[config.mk]
export PLATFORM = sky130hd
export DESIGN_NAME = seq_wide_adder_ctrl
export DESIGN_NICKNAME = d
export VERILOG_FILES = /design/src/rtl/seq_wide_adder_ctrl.sv
export SDC_FILE = /design/constraint.sdc
export NUM_CORES = 1
export LEC_CHECK = 0
export CAP_MARGIN = 10
export CORE_AREA = 2 2 127 154
export CTS_BUF_LIST = sky130_fd_sc_hd__clkbuf_4 sky130_fd_sc_hd__clkbuf_8 sky130_fd_sc_hd__clkbuf_16
export DETAILED_ROUTE_END_ITERATION = 8
export DIE_AREA = 0 0 129 156
export GPL_TIMING_DRIVEN = 1
export PLACE_DENSITY = 0.87
export SYNTH_ARGS = -nofsm -noshare
export SYNTH_HDL_FRONTEND = slang
export SYNTH_SLANG_ARGS = --single-unit
[constraint.sdc]
create_clock -name clk -period 5.6 [get_ports clk]
set_input_delay 0.56 -clock clk [delete_from_list [all_inputs] [get_ports clk]]
set_output_delay 0.56 -clock clk [all_outputs]
set_load 0.01 [all_outputs]
[src/rtl/seq_wide_adder_ctrl.sv]
// Multi-cycle wide adder: walks TOTAL_WIDTH-bit operands LSB chunk first through one shared
// CHUNK_WIDTH-bit square-root carry-select adder. Optional subtract mode under SEQ_ADD_SUB_EN.
module seq_wide_adder_ctrl #(
  parameter int unsigned TOTAL_WIDTH = 64,
  parameter int unsigned CHUNK_WIDTH = 16
) (
  input  logic                   clk,
  input  logic                   rst,
  input  logic                   in_valid,
  output logic                   in_ready,
  input  logic [TOTAL_WIDTH-1:0] a,
  input  logic [TOTAL_WIDTH-1:0] b,
  input  logic                   cin,
`ifdef SEQ_ADD_SUB_EN
  input  logic                   op_sub,
`endif
  output logic                   out_valid,
  input  logic                   out_ready,
  output logic [TOTAL_WIDTH-1:0] sum,
  output logic                   cout,
  output logic                   busy
);

  localparam int unsigned NumChunks = TOTAL_WIDTH / CHUNK_WIDTH;
  localparam int unsigned IdxW      = (NumChunks > 1) ? $clog2(NumChunks) : 1;
  localparam logic [IdxW-1:0] LastIdx = IdxW'(NumChunks - 1);

  typedef enum logic [1:0] {
    StIdle = 2'd0,
    StRun  = 2'd1,
    StDone = 2'd2
  } state_e;

  state_e                 state_q, state_d;
  logic [TOTAL_WIDTH-1:0] a_q, a_d;
  logic [TOTAL_WIDTH-1:0] b_q, b_d;
  logic [TOTAL_WIDTH-1:0] sum_q, sum_d;
  logic                   carry_q, carry_d;
  logic                   cout_q, cout_d;
  logic [IdxW-1:0]        idx_q, idx_d;

  logic [CHUNK_WIDTH-1:0] add_a, add_b, add_sum;
  logic                   add_cout;

  assign add_a = a_q[int'(idx_q)*CHUNK_WIDTH +: CHUNK_WIDTH];
  assign add_b = b_q[int'(idx_q)*CHUNK_WIDTH +: CHUNK_WIDTH];

  // Carry-select blocks of growing length (1, 2, 3, ...): each block ripples both carry-in
  // hypotheses and the incoming block carry picks one.
  always_comb begin
    logic        c0, c1, blk_c;
    int unsigned pos, len;
    add_sum = '0;
    blk_c   = carry_q;
    c0      = 1'b0;
    c1      = 1'b1;
    pos     = 0;
    len     = 1;
    for (int i = 0; i < CHUNK_WIDTH; i++) begin
      if (pos == 0) begin
        c0 = 1'b0;
        c1 = 1'b1;
      end
      add_sum[i] = blk_c ? (add_a[i] ^ add_b[i] ^ c1) : (add_a[i] ^ add_b[i] ^ c0);
      c0 = (add_a[i] & add_b[i]) | (c0 & (add_a[i] ^ add_b[i]));
      c1 = (add_a[i] & add_b[i]) | (c1 & (add_a[i] ^ add_b[i]));
      pos++;
      if (pos == len) begin
        blk_c = blk_c ? c1 : c0;
        pos   = 0;
        len++;
      end
    end
    add_cout = (pos == 0) ? blk_c : (blk_c ? c1 : c0);
  end

  always_comb begin
    state_d   = state_q;
    a_d       = a_q;
    b_d       = b_q;
    sum_d     = sum_q;
    carry_d   = carry_q;
    cout_d    = cout_q;
    idx_d     = idx_q;
    in_ready  = 1'b0;
    out_valid = 1'b0;
    busy      = 1'b0;
    case (state_q)
      StIdle: begin
        in_ready = 1'b1;
        if (in_valid) begin
          a_d     = a;
`ifdef SEQ_ADD_SUB_EN
          b_d     = op_sub ? ~b : b;
          carry_d = op_sub ? 1'b1 : cin;
`else
          b_d     = b;
          carry_d = cin;
`endif
          idx_d   = '0;
          state_d = StRun;
        end
      end
      StRun: begin
        busy = 1'b1;
        sum_d[int'(idx_q)*CHUNK_WIDTH +: CHUNK_WIDTH] = add_sum;
        carry_d = add_cout;
        if (idx_q == LastIdx) begin
          cout_d  = add_cout;
          idx_d   = '0;
          state_d = StDone;
        end else begin
          idx_d = idx_q + 1'b1;
        end
      end
      StDone: begin
        busy      = 1'b1;
        out_valid = 1'b1;
        if (out_ready) begin
          state_d = StIdle;
        end
      end
      default: state_d = StIdle;
    endcase
  end

  always_ff @(posedge clk) begin
    if (rst) begin
      state_q <= StIdle;
      a_q     <= '0;
      b_q     <= '0;
      sum_q   <= '0;
      carry_q <= 1'b0;
      cout_q  <= 1'b0;
      idx_q   <= '0;
    end else begin
      state_q <= state_d;
      a_q     <= a_d;
      b_q     <= b_d;
      sum_q   <= sum_d;
      carry_q <= carry_d;
      cout_q  <= cout_d;
      idx_q   <= idx_d;
    end
  end

  assign sum  = sum_q;
  assign cout = cout_q;

endmodule

# --- Yosys cells after proc, flatten, opt, wreduce, memory -nomap -nowiden ---
# Cells that the tools add are included.
word_totals:
  regBits: 198
  inputBits: 133
  output_inout_bits: 68
  elab_cells: 165
op_classes:
  add_sub_neg: 2
  n_eq_ne: 6
  shifts: 4
  mux: 35
  n_bitwise: 104
  reduce_logical: 7
op_table:
  columns: ["cell", "count"]
  rows:
  - ["indexed part select 64 x 7 -> 16 bit", 2]
  - ["bitwise mux 64 bit", 1]
  - ["variable shift 16 x 34 -> 64 bit, first input constant", 1]
  - ["indexed part select 16 x 34 -> 64 bit", 1]
  - ["AND 1 bit", 36]
  - ["XOR 1 bit", 36]
  - ["negation 6 -> 34 bit", 1]
  - ["2-to-1 mux 1 bit", 26]
  - ["OR 1 bit", 26]
  - ["2-to-1 mux 2 bit", 5]
  - ["inequality test 2 bit, second input constant", 3]
  - ["inverter 1 bit", 6]
  - ["case mux 2 bit (3 select lines)", 1]
  - ["AND reduction 2 bit", 3]
  - ["== test 2 bit, second input constant", 2]
  - ["case mux 2 bit (2 select lines)", 1]
  - ["AND reduction 3 bit", 1]
  - ["adder 2 x 1 -> 2 bit, second input constant", 1]
  - ["== test 2 x 1 -> 1 bit, second input constant", 1]
  - ["logical NOT 2 bit", 1]
  - ["case mux 1 bit (2 select lines)", 1]
  - ["nonzero test 2 bit", 1]
  - ["OR reduction 2 bit", 1]

# --- Longest topological paths before layout ---
# Gate-level depths: netlist of run 1.
logic_depth:
  depth_word: 15
  mapped_depth: 29

# --- Worst setup path after synthesis of run 1 ---
# OpenSTA, ideal clock, no wires.
synth_timing:
  path_kind: "flip-flop to flip-flop"
  from: "register idx_q[1]"
  to: "register carry_q"
  setup_time_ns: 0.070
  arrival_ns: 5.919
  required_ns: 5.530
  setup_slack_ns: -0.389
  path_stages_with_launch: 28
  path_buffers: 2
  synth_period_minus_slack_ns: 5.989
  path_cell_list: "dfxtp_1 clkbuf_1 clkbuf_1 mux4_2 ha_1 nor2_1 a21oi_1 fa_1 o21ai_0 fa_1 inv_1 fa_1 mux2i_1 fa_1 fa_1 inv_1 fa_1 nor2_1 a21oi_1 fa_1 fa_1 inv_1 fa_1 fa_1 nor2_1 a21oi_1 a211o_1 a21oi_1"
synth_between:
  elab_chain_cells: 14
  word_cells_on_any_way: 87
synth_rtl:
  columns: ["element", "line", "text"]
  rows:
  - ["start, declared", "40", "logic [IdxW-1:0] idx_q, idx_d;"]
  - ["start signal, assigned", "143", "idx_q <= idx_d;"]
  - ["indexed part select 64 x 7 -> 16 bit (on tied branches)", "45, 46", null]
  - ["AND 1 bit or XOR 1 bit (tied branches)", "65, 66", null]
  - ["OR 1 bit", "66", "c1 = (add_a[i] & add_b[i]) | (c1 & (add_a[i] ^ add_b[i]));"]
  - ["AND 1 bit", "66", null]
  - ["OR 1 bit", "66", null]
  - ["AND 1 bit", "66", null]
  - ["OR 1 bit", "66", null]
  - ["AND 1 bit", "66", null]
  - ["OR 1 bit", "66", null]
  - ["AND 1 bit", "66", null]
  - ["OR 1 bit", "66", null]
  - ["2-to-1 mux 1 bit", "69", "blk_c = blk_c ? c1 : c0;"]
  - ["2-to-1 mux 1 bit *", "74", "add_cout = (pos == 0) ? blk_c : (blk_c ? c1 : c0);"]
  - ["case mux 1 bit (2 select lines) *", "88", "case (state_q)"]
  - ["end signal, assigned", "141", "carry_q <= carry_d;"]
  - ["end, declared", "38", "logic carry_q, carry_d;"]
# Mark *: on every way between the ends. The rest lies on a longest branch, timed or not.
# A chain may end at the register's enable or synchronous reset.

# --- Worst setup path in the final report of run 1 ---
layout_timing:
  from: "register idx_q[0]"
  to: "register carry_q"
# The elaborated chain is that of the path after synthesis.

==> flow_summary_export.csv, run 1 <==
group,metric,value,unit
place,post_dp_cell_area,0.01043,mm2
yosys,syn_avg_cell_area,8.915,um2
final_layout,finish.instance_area,0.01119,mm2
setup_path,worstSetupStartpointType,"flop",
die,placementRows,55,
die,dieArea,0.02012,mm2
global_routing,grt_util_met1,0.2738,
routing,finalWirelength,23310,um
yosys,seq_area_frac_synth,0.4807,
timing,timing.final.max_slew_violations,0,
yosys,syn-num-nets,1089,
die,ios,201,
global_routing,gr-max-usage-layer,"met2",
routing,wl_per_cell,17.12,um
setup_path,crit_type,"flop to flop",
die,fp.dieH,156,um
global_routing,grt_overflow,0,
routing,vias_per_cell,5.354,
timing,post-route-period-util,1.035,
yosys,synth.yosys.warnings,0,
yosys,synth_edf_count,0,
final_layout,diodes,0,
final_layout,flow.area_growth_from_synthesis,35.73,%
die,core_area,0.01865,mm2
place,pre_cts_ws,-0.2759,ns
timing,tightestPinTransition,0.9825,ns
yosys,yosysTopAreaCellShare,0.4807,
die,initial_cell_density_of_the_core,0.4422,
global_routing,antenna_violations_before_repair,0,
timing,worst_clock_skew,0.01111,ns
final_layout,fillers,1538,
clock_tree,clock-sinks,198,
final_layout,multiInputGateArea,0.004044,mm2
setup_path,timing.critical_path.to_type,"flop",
routing,postRouteAntennaNets,0,
status,failed_checks,"setup timing",
global_routing,grt_pass1_wl,35800,um
timing,final-setup-viol-count,10,
yosys,synth.largest_area_cell,"sky130_fd_sc_hd__dfxtp_1",
setup_path,critical_path_arrival,6.16,ns
run,max-cap-violations,0,
power,power_leakage,4.083,nW
timing,timing.fmax,172.6,MHz
yosys,synthDistinctLibCells,33,
yosys,synth_most_common_cell,"sky130_fd_sc_hd__nand2_1",
routing,drt_first_iter_violations,605,
timing,timing.slew.headroom,0.3450,
clock_tree,clock_transition_at_path_regs,0.07,ns
clock_tree,numCtsBuffers,17,
timing,setup_slack_after_layout,-0.1953,ns
power,cellPowerDensity,392.7,mW/mm2
yosys,post_synth_inst_count,925,
timing,hold_violations,0,
global_routing,grt_pass1_vias,6991,
place,io_buffer_count,200,
clock_tree,htree_levels,4,
yosys,synth.top_cells.by_area,"sky130_fd_sc_hd__dfxtp_1, sky130_fd_sc_hd__nand2_1, sky130_fd_sc_hd__mux4_2",
global_routing,grtUsageMet2,0.3991,
timing,final.min_clock_period,5.795,ns
routing,vias,7292,
final_layout,final_layout_size_suffix_gt1_frac,0.1157,
setup_path,cp_max_fo,6,
clock_tree,clock_path_buffers,2,
setup_path,setup.reg_to_reg.worst_slack,-0.20,ns
yosys,synth-async-reset-ratio,0,
power,vdd_ir_drop_max,0.2378,mV
clock_tree,ctsHoldBuffers,0,
yosys,synth_area,0.008247,mm2
global_routing,grt.total_usage,0.2290,
status,outcome,"finished with violations",
place,place.detailed.hpwl,17110,um
clock_tree,tritoncts,"built",
routing,drcViolationCount,0,
global_routing,global_route.usage.met3,0.04664,
yosys,synthTopCellsByCount,"sky130_fd_sc_hd__nand2_1, sky130_fd_sc_hd__dfxtp_1, sky130_fd_sc_hd__a21oi_1",
yosys,synth-seq-cells,198,
place,gp_congestion,0.8054,
min_path,hp-class,"flop to flop",
final_layout,fin_nets,1258,
routing,dr.pass1.iters,5,
die,die_width,129,um
global_routing,pin_count_of_the_biggest_net_entering_global_routing,138,
setup_path,cp_data_required_time,5.96,ns
final_layout,register_area,0.003969,mm2
timing,rsz0062_at_grt,"true",
yosys,ys.flop_type,"sky130_fd_sc_hd__dfxtp_1",
clock_tree,clk_latency,0.43,ns
clock_tree,cts-root-buf,"sky130_fd_sc_hd__clkbuf_16",
-- sequential cells by signal, indices dropped and copies added, names as in the netlist --
| signal | cells |
|---|---|
| b_q | 64 |
| carry_q | 1 |
| idx_q | 2 |
| sum | 64 |
| a_q | 64 |
| state_q | 2 |
| cout | 1 |
-- cells in the final DEF, fill, tap and decap left out, drive strengths merged --
| master | n |
|---|---|
| a211o | 1 |
| a21oi | 133 |
| a22oi | 40 |
| a2bb2oi | 20 |
| a311oi | 1 |
| a32oi | 2 |
| and2 | 1 |
| and4 | 2 |
| and4b | 1 |
| buf | 19 |
| bufinv | 2 |
| clkbuf | 21 |
| clkdlybuf4s50 | 199 |
| clkinv | 4 |
| clkinvlp | 2 |
| dfxtp | 198 |
| fa | 10 |
| ha | 21 |
| inv | 35 |
| mux2i | 5 |
| mux4 | 32 |
| nand2 | 263 |
| nand2b | 1 |
| nand3b | 4 |
| nand4 | 2 |
| nand4b | 1 |
| nor2 | 70 |
| nor2b | 2 |
| nor4b | 1 |
| o21ai | 6 |
| o221a | 1 |
| or4b | 1 |
| xnor2 | 1 |
| xor2 | 4 |
-- metal layers --
metal,share of wire,vias up,wire length (um)
li1,-,3454,-
met2,0.51,333,11950
met3,0.058,58,1357
met1,0.40,3447,9230
met4,0.033,0,772
met5,0,-,0
-- critical path, stage by stage (launching register included) --
cell                      delay, ns
sky130_fd_sc_hd__dfxtp_4       0.40
sky130_fd_sc_hd__mux4_2        0.53
sky130_fd_sc_hd__ha_2          0.20
sky130_fd_sc_hd__inv_2         0.05
sky130_fd_sc_hd__mux2i_2       0.06
sky130_fd_sc_hd__nor2_1        0.18
sky130_fd_sc_hd__a21oi_2       0.07
sky130_fd_sc_hd__fa_2          0.38
sky130_fd_sc_hd__o21ai_2       0.15
sky130_fd_sc_hd__fa_2          0.22
sky130_fd_sc_hd__inv_2         0.04
sky130_fd_sc_hd__fa_2          0.35
sky130_fd_sc_hd__mux2i_2       0.17
sky130_fd_sc_hd__fa_2          0.34
sky130_fd_sc_hd__fa_2          0.34
sky130_fd_sc_hd__inv_2         0.06
sky130_fd_sc_hd__fa_2          0.21
sky130_fd_sc_hd__nor2_2        0.06
sky130_fd_sc_hd__a21oi_4       0.11
sky130_fd_sc_hd__fa_2          0.21
sky130_fd_sc_hd__fa_2          0.20
sky130_fd_sc_hd__inv_2         0.04
sky130_fd_sc_hd__fa_2          0.33
sky130_fd_sc_hd__fa_2          0.42
sky130_fd_sc_hd__nor2_2        0.13
sky130_fd_sc_hd__a21oi_2       0.05
sky130_fd_sc_hd__a211o_1       0.31
sky130_fd_sc_hd__a21oi_2       0.11
-- layout make-up --
cell class	instances	area share
sequential	198	0.3546
multi-input combinational	626	0.3613
tap	256	0.02862
clock buffer	21	0.04237
clock inverter	10	0.01073
inverter	33	0.01107
timing repair buffer	218	0.1914
-- metrics by stage --
stage / util / hold WS (ns) / TNS [ns] / total power, W / std cells
finish: 0.6002 / 0.4540 / -1.026 / 0.004395 / 1362
CTS: 0.5953 / 0.4563 / -0.07425 / 0.004366 / 1361
floorplan: - / 0.4331 / -0.01010 / 0.002649 / 925
detailed placement: 0.5591 / 0.4453 / -1.973 / 0.003122 / 1327
global route: 0.6002 / 0.4731 / -3.626 / 0.004607 / 1362
global placement: 0.5591 / 0.4383 / -0.02230 / 0.003065 / 1327
-- what timing repair did --
item	4_1_cts	5_1_grt
buffers inserted	3	1
setup endpoints to repair	10	13
resized for setup	21	17
pin swaps	4	17
-- cells by family after synthesis --
| family | share of synthesized area |
|---|---|
| xor gates and xnor gates | 0.005310 |
| DFF | 0.4807 |
| AOI/OAI and AO/OA | 0.1476 |
| and+or+nand+nor | 0.1686 |
| buffers and inverters | 0.04825 |
| adders and majority gates | 0.05614 |
| muxes | 0.09346 |
-- power by group --
part           switching (W)  internal (W)  leakage, nW
Combinational       0.000829      0.000621         2.18
Sequential          0.000113       0.00160         1.62
Clock               0.000532      0.000699        0.289
Total                0.00147       0.00292         4.08
-- final timing paths --
path	cells past startpoint	start	to
worst min register to register	2	a_q[14]	a_q[14]
worst max-delay path	27	idx_q[0]	carry_q
worst min-delay path	2	a_q[14]	a_q[14]
worst max register to register	27	idx_q[0]	carry_q
Note: power is estimated with default switching activity, not from simulation.
==> inputs of run 2 (changes only) <==
--- a/config.mk
+++ b/config.mk
@@ -7,7 +7,6 @@
 export LEC_CHECK = 0
 export CAP_MARGIN = 10
 export CORE_AREA = 2 2 127 154
-export CTS_BUF_LIST = sky130_fd_sc_hd__clkbuf_4 sky130_fd_sc_hd__clkbuf_8 sky130_fd_sc_hd__clkbuf_16
 export DETAILED_ROUTE_END_ITERATION = 8
 export DIE_AREA = 0 0 129 156
 export GPL_TIMING_DRIVEN = 1
==> run 2 against run 1 <==
Highest routed layer unchanged. First-iteration DRC count down 4.8%. Critical path depth is the same. Cell count is the same. Register-to-register slack barely moved. The flow still finishes with violations (setup timing). Total power is 0.26% lower. Sequential share of layout area about the same. Flip-flop and latch count did not move. Sequential power hardly changed. Largest power group unchanged. Worst setup slack better by 0.015 ns. Worst hold slack lost 0.0011 ns.
==> flow_summary_export.csv, run 2 (synthesized netlist as in run 1, its figures left out) <==
group,metric,value,unit
status,outcome,"finished with violations",
status,failed_checks,"setup timing",
global_routing,grt.total_usage,0.2290,
global_routing,grt_overflow,0,
clock_tree,ctsHoldBuffers,0,
power,cellPowerDensity,391.8,mW/mm2
routing,vias,7251,
place,dp_cells,1327,
die,die_width,129,um
clock_tree,numCtsBuffers,17,
final_layout,flow.area_growth_from_synthesis,35.69,%
place,gp_congestion,0.8054,
die,placementRows,55,
clock_tree,cts-root-buf,"sky130_fd_sc_hd__clkbuf_16",
global_routing,grt_pass1_wl,35800,um
die,initial_cell_density_of_the_core,0.4422,
final_layout,diodes,0,
setup_path,r2r.worst_path.cells,27,
routing,drcViolationCount,0,
die,fp.dieH,156,um
final_layout,final_layout_size_suffix_gt1_frac,0.1148,
power,power_leakage,4.080,nW
timing,worst_clock_skew,0.01203,ns
final_layout,layoutNonFillerInstCount,1362,
routing,drt_first_iter_violations,576,
setup_path,setup.reg_to_reg.worst_slack,-0.18,ns
timing,tightestPinTransition,0.9872,ns
clock_tree,clock_path_buffers,2,
die,ios,201,
power,vdd_ir_drop_max,0.2373,mV
final_layout,fin_nets,1258,
timing,timing.fmax,173.0,MHz
timing,setup_slack_after_layout,-0.1804,ns
place,place.detailed.hpwl,17110,um
clock_tree,htree_levels,4,
final_layout,layout_commonest_cell,"sky130_fd_sc_hd__nand2_1",
setup_path,crit_type,"flop to flop",
power,fin_total_pwr,0.004384,W
global_routing,pin_count_of_the_biggest_net_entering_global_routing,138,
clock_tree,clk_latency,0.43,ns
min_path,hold_start,"a_q[14]",
final_layout,layout.cells.most_common_list,"sky130_fd_sc_hd__nand2_1, sky130_fd_sc_hd__clkdlybuf4s50_1, sky130_fd_sc_hd__dfxtp_1",
die,dieArea,0.02012,mm2
routing,vias_per_cell,5.324,
die,core_area,0.01865,mm2
place,io_buffer_count,200,
timing,rsz0062_at_grt,"true",
min_path,hold_depth,2,
global_routing,grt_pass1_vias,6987,
setup_path,timing.critical_path.to_type,"flop",
clock_tree,clock_transition_at_path_regs,0.07,ns
timing,timing.final.max_slew_violations,0,
clock_tree,tritoncts,"built",
routing,postRouteAntennaNets,0,
routing,finalWirelength,23300,um
timing,final.min_clock_period,5.780,ns
clock_tree,clock-sinks,198,
setup_path,cp_data_required_time,5.96,ns
routing,dr.pass1.iters,5,
global_routing,antenna_violations_before_repair,0,
setup_path,cp_max_fo,6,
timing,final-setup-viol-count,10,
setup_path,r2r-end,"carry_q",
timing,hold_violations,0,
min_path,hp-class,"flop to flop",
setup_path,critical_path_arrival,6.14,ns
setup_path,worstReg2RegStart,"idx_q[0]",
routing,wl_per_cell,17.11,um
min_path,whs_endpoint,"a_q[14]",
timing,post-route-period-util,1.032,
setup_path,worstSetupStartpointType,"flop",
run,max-cap-violations,0,
timing,timing.slew.headroom,0.3419,
==> run 2: cell type report <==
class,count,area (um2)
fillers,1538,7460
repair buffers,218,2142
multi-input cells,626,4044
clock buffers,21,470.5
inverters,33,123.9
clock inverters,10,120.1
flip-flops and latches,198,3969
well taps,256,320.3
==> run 2: how the worst max path moves through the flow <==
stage | from | endpoint | slack, ns | depth (start not counted)
after floorplan | idx_q[0] | carry_q | -0.01 | 28
after global placement | idx_q[0] | carry_q | -0.01 | 27
after detailed placement | idx_q[0] | sum[47] | -0.28 | 26
after CTS | idx_q[0] | carry_q | -0.07 | 28
after global routing | idx_q[0] | carry_q | -0.44 | 27
final | idx_q[0] | carry_q | -0.18 | 27
==> run 2: per-layer routing <==
metal,up-vias,track usage,share of wire
li1,3454,-,-
met1,3438,0.2738,0.40
met4,0,0.09472,0.034
met5,-,0,0
met3,56,0.04664,0.057
met2,303,0.3991,0.51
==> run 2: what timing repair did <==
item,in CTS,in global routing
gates resized for setup,21,17
buffers inserted,3,1
pin swaps,4,17
setup endpoints to repair,10,13
==> run 2: per-stage QoR <==
| stage | hold slack (ns) | setup TNS, ns | utilization | instance area (um2) | setup slack [ns] |
|---|---|---|---|---|---|
| after floorplan | 0.4331 | -0.01010 | - | 8274 | -0.01010 |
| after global placement | 0.4383 | -0.02230 | 0.5591 | 10430 | -0.01216 |
| after detailed placement | 0.4453 | -1.973 | 0.5591 | 10430 | -0.2759 |
| after CTS | 0.4563 | -0.07425 | 0.5951 | 11100 | -0.07425 |
| after global routing | 0.4731 | -3.626 | 0.6000 | 11190 | -0.4353 |
| final | 0.4529 | -0.9343 | 0.6000 | 11190 | -0.1804 |
==> run 2: power by group <==
part           switching, W  internal [W]  total [W]
logic              0.000829      0.000621    0.00145
registers          0.000113       0.00160    0.00171
clock network      0.000526      0.000695    0.00122
total               0.00147       0.00292    0.00438
==> run 2: critical path, stage by stage (launching register included) <==
cell,delay [ns]
sky130_fd_sc_hd__dfxtp_4,0.40
sky130_fd_sc_hd__mux4_2,0.53
sky130_fd_sc_hd__ha_2,0.21
sky130_fd_sc_hd__inv_2,0.05
sky130_fd_sc_hd__mux2i_2,0.06
sky130_fd_sc_hd__nor2_1,0.18
sky130_fd_sc_hd__a21oi_2,0.07
sky130_fd_sc_hd__fa_2,0.38
sky130_fd_sc_hd__o21ai_2,0.15
sky130_fd_sc_hd__fa_2,0.22
sky130_fd_sc_hd__inv_2,0.04
sky130_fd_sc_hd__fa_2,0.35
sky130_fd_sc_hd__mux2i_2,0.17
sky130_fd_sc_hd__fa_2,0.34
sky130_fd_sc_hd__fa_2,0.34
sky130_fd_sc_hd__inv_2,0.06
sky130_fd_sc_hd__fa_2,0.21
sky130_fd_sc_hd__nor2_2,0.06
sky130_fd_sc_hd__a21oi_4,0.11
sky130_fd_sc_hd__fa_2,0.21
sky130_fd_sc_hd__fa_2,0.20
sky130_fd_sc_hd__inv_2,0.04
sky130_fd_sc_hd__fa_2,0.33
sky130_fd_sc_hd__fa_2,0.42
sky130_fd_sc_hd__nor2_2,0.13
sky130_fd_sc_hd__a21oi_2,0.05
sky130_fd_sc_hd__a211o_1,0.31
sky130_fd_sc_hd__a21oi_2,0.11
==> inputs of run 3 (changes only) <==
--- a/config.mk
+++ b/config.mk
@@ -5,12 +5,15 @@
 export SDC_FILE = /design/constraint.sdc
 export NUM_CORES = 1
 export LEC_CHECK = 0
+export ABC_CLOCK_PERIOD_IN_PS = 5600
 export CAP_MARGIN = 10
 export CORE_AREA = 2 2 127 154
 export DETAILED_ROUTE_END_ITERATION = 8
 export DIE_AREA = 0 0 129 156
+export GPL_ROUTABILITY_DRIVEN = 0
 export GPL_TIMING_DRIVEN = 1
 export PLACE_DENSITY = 0.87
+export RECOVER_POWER = 50
 export SYNTH_ARGS = -nofsm -noshare
 export SYNTH_HDL_FRONTEND = slang
 export SYNTH_SLANG_ARGS = --single-unit
==> run 3 against run 2 <==
The run ends with capacitance limit, slew limit, setup timing left. First-iteration DRC count fell by 1.0%. Worst hold slack barely moved. Worst setup slack got worse by 0.012 ns. Maximum frequency fell by 0.20%. Wire length barely moved. Sequential power barely moved. Clock-buffer cell count did not move. Combinational power barely moved. Non-clock buffer count did not move. Largest power group unchanged.
==> flow_summary_export.csv, run 3 (synthesized netlist as in run 1, its figures left out) <==
group,metric,value,unit
global_routing,grt_util_met1,0.2738,
final_layout,final_layout_size_suffix_gt1_frac,0.1139,
timing,worst_clock_skew,0.01196,ns
power,vdd_ir_drop_max,0.2371,mV
routing,vias_per_cell,5.337,
place,place.detailed.hpwl,17110,um
global_routing,grtUsageMet2,0.3991,
setup_path,crit_type,"flop to flop",
global_routing,grt_pass1_wl,35800,um
setup_path,cp_data_required_time,5.96,ns
clock_tree,numCtsBuffers,17,
global_routing,antenna_violations_before_repair,0,
final_layout,register_area,0.003969,mm2
power,power_leakage,4.308,nW
clock_tree,clock_transition_at_path_regs,0.07,ns
place,io_buffer_count,200,
clock_tree,clock_path_buffers,2,
timing,tightestPinTransition,3.907,ns
setup_path,critical_path_arrival,6.15,ns
clock_tree,ctsHoldBuffers,0,
final_layout,finish.utilization,0.5999,
routing,vias,7269,
setup_path,cp_max_fo,6,
timing,final-setup-viol-count,10,
global_routing,global_route.usage.met3,0.04664,
global_routing,gr-max-usage-layer,"met2",
die,placementRows,55,
setup_path,timing.critical_path.to_type,"flop",
final_layout,fillers,1539,
status,failed_checks,"capacitance limit, slew limit, setup timing",
routing,wl_per_cell,17.10,um
setup_path,setup.reg_to_reg.worst_slack,-0.19,ns
global_routing,grt_pass1_vias,6987,
die,initial_cell_density_of_the_core,0.4422,
global_routing,grt_overflow,0,
timing,holdWs,0.4528,ns
timing,setup_tns,-1.057,ns
die,ios,201,
timing,rsz0062_at_grt,"true",
power,cellPowerDensity,393.3,mW/mm2
final_layout,multiInputGateArea,0.004041,mm2
final_layout,diodes,0,
die,dieArea,0.02012,mm2
run,max-cap-violations,1,
clock_tree,htree_levels,4,
timing,post-route-period-util,1.034,
final_layout,flow.area_growth_from_synthesis,35.65,%
final_layout,layout.cells.most_common_list,"sky130_fd_sc_hd__nand2_1, sky130_fd_sc_hd__dfxtp_1, sky130_fd_sc_hd__clkdlybuf4s50_1",
status,outcome,"finished with violations",
clock_tree,clock-sinks,198,
routing,finalWirelength,23290,um
timing,setup_slack_after_layout,-0.1922,ns
clock_tree,cts-root-buf,"sky130_fd_sc_hd__clkbuf_16",
clock_tree,tritoncts,"built",
timing,hold_violations,0,
die,core_area,0.01865,mm2
timing,timing.final.max_slew_violations,82,
timing,timing.fmax,172.6,MHz
die,fp.dieH,156,um
setup_path,worstSetupStartpointType,"flop",
timing,timing.slew.headroom,-1.605,
global_routing,grt.total_usage,0.2290,
place,pre_cts_ws,-0.2759,ns
min_path,hp-class,"flop to flop",
routing,dr.pass1.iters,6,
routing,drcViolationCount,0,
routing,postRouteAntennaNets,0,
clock_tree,clk_latency,0.43,ns
final_layout,layout_commonest_cell,"sky130_fd_sc_hd__nand2_1",
timing,final.min_clock_period,5.792,ns
place,post_dp_cell_area,0.01043,mm2
die,die_width,129,um
final_layout,finish.instance_area,0.01119,mm2
global_routing,pin_count_of_the_biggest_net_entering_global_routing,138,
routing,drt_first_iter_violations,570,
final_layout,fin_nets,1258,
## run 3: per-stage QoR
| stage | total power, W | instances |
|---|---|---|
| global placement | 0.003065 | 1327 |
| global route | 0.004615 | 1362 |
| floorplan | 0.002649 | 925 |
| finish | 0.004400 | 1362 |
| detailed placement | 0.003122 | 1327 |
| CTS | 0.004361 | 1361 |
## run 3: final timing paths
check | from | depth (start not counted) | endpoint
max | idx_q[0] | 27 | carry_q
min | a_q[14] | 2 | a_q[14]
max reg2reg | idx_q[0] | 27 | carry_q
min reg2reg | a_q[14] | 2 | a_q[14]
## run 3: worst max-delay path: stages (launching register included)
cell and delay [ns]:
sky130_fd_sc_hd__dfxtp_4 0.40, sky130_fd_sc_hd__mux4_2 0.53, sky130_fd_sc_hd__ha_2 0.21, sky130_fd_sc_hd__inv_2 0.05, sky130_fd_sc_hd__mux2i_2 0.06, sky130_fd_sc_hd__nor2_1 0.18, sky130_fd_sc_hd__a21oi_2 0.07, sky130_fd_sc_hd__fa_2 0.38
sky130_fd_sc_hd__o21ai_2 0.15, sky130_fd_sc_hd__fa_2 0.22, sky130_fd_sc_hd__inv_2 0.04, sky130_fd_sc_hd__fa_2 0.35, sky130_fd_sc_hd__mux2i_2 0.17, sky130_fd_sc_hd__fa_2 0.34, sky130_fd_sc_hd__fa_2 0.34, sky130_fd_sc_hd__inv_2 0.06
sky130_fd_sc_hd__fa_2 0.21, sky130_fd_sc_hd__nor2_2 0.06, sky130_fd_sc_hd__a21oi_4 0.11, sky130_fd_sc_hd__fa_2 0.21, sky130_fd_sc_hd__fa_2 0.20, sky130_fd_sc_hd__inv_2 0.04, sky130_fd_sc_hd__fa_2 0.33, sky130_fd_sc_hd__fa_2 0.42
sky130_fd_sc_hd__nor2_2 0.13, sky130_fd_sc_hd__a21oi_2 0.05, sky130_fd_sc_hd__a211o_1 0.30, sky130_fd_sc_hd__a21oi_2 0.11
## run 3: layer usage
| layer | wire length [um] | share of wire | up-vias |
|---|---|---|---|
| met2 | 11950 | 0.51 | 333 |
| met1 | 9084 | 0.39 | 3434 |
| met4 | 730 | 0.031 | 0 |
| met3 | 1522 | 0.065 | 47 |
| li1 | - | - | 3455 |
| met5 | 0 | 0 | - |
## run 3: layout make-up
cell class / instances / area share
multi-input combinational: 626 / 0.3613
tap: 256 / 0.02863
inverter: 33 / 0.01107
clock inverter: 10 / 0.01074
sequential: 198 / 0.3548
timing repair buffer: 218 / 0.1915
clock buffer: 21 / 0.04205
## run 3: timing repair
action | in CTS | in global routing
setup buffers | 3 | 1
hold endpoints to repair | 0 | 0
pin swaps | 4 | 17
endpoints found under the setup margin | 10 | 13
resized for setup | 21 | 17
## run 3: report_power, final
group / switching [W] / internal, W
logic: 0.000830 / 0.000634
registers: 0.000112 / 0.00160
clock network: 0.000528 / 0.000695
total: 0.00147 / 0.00293
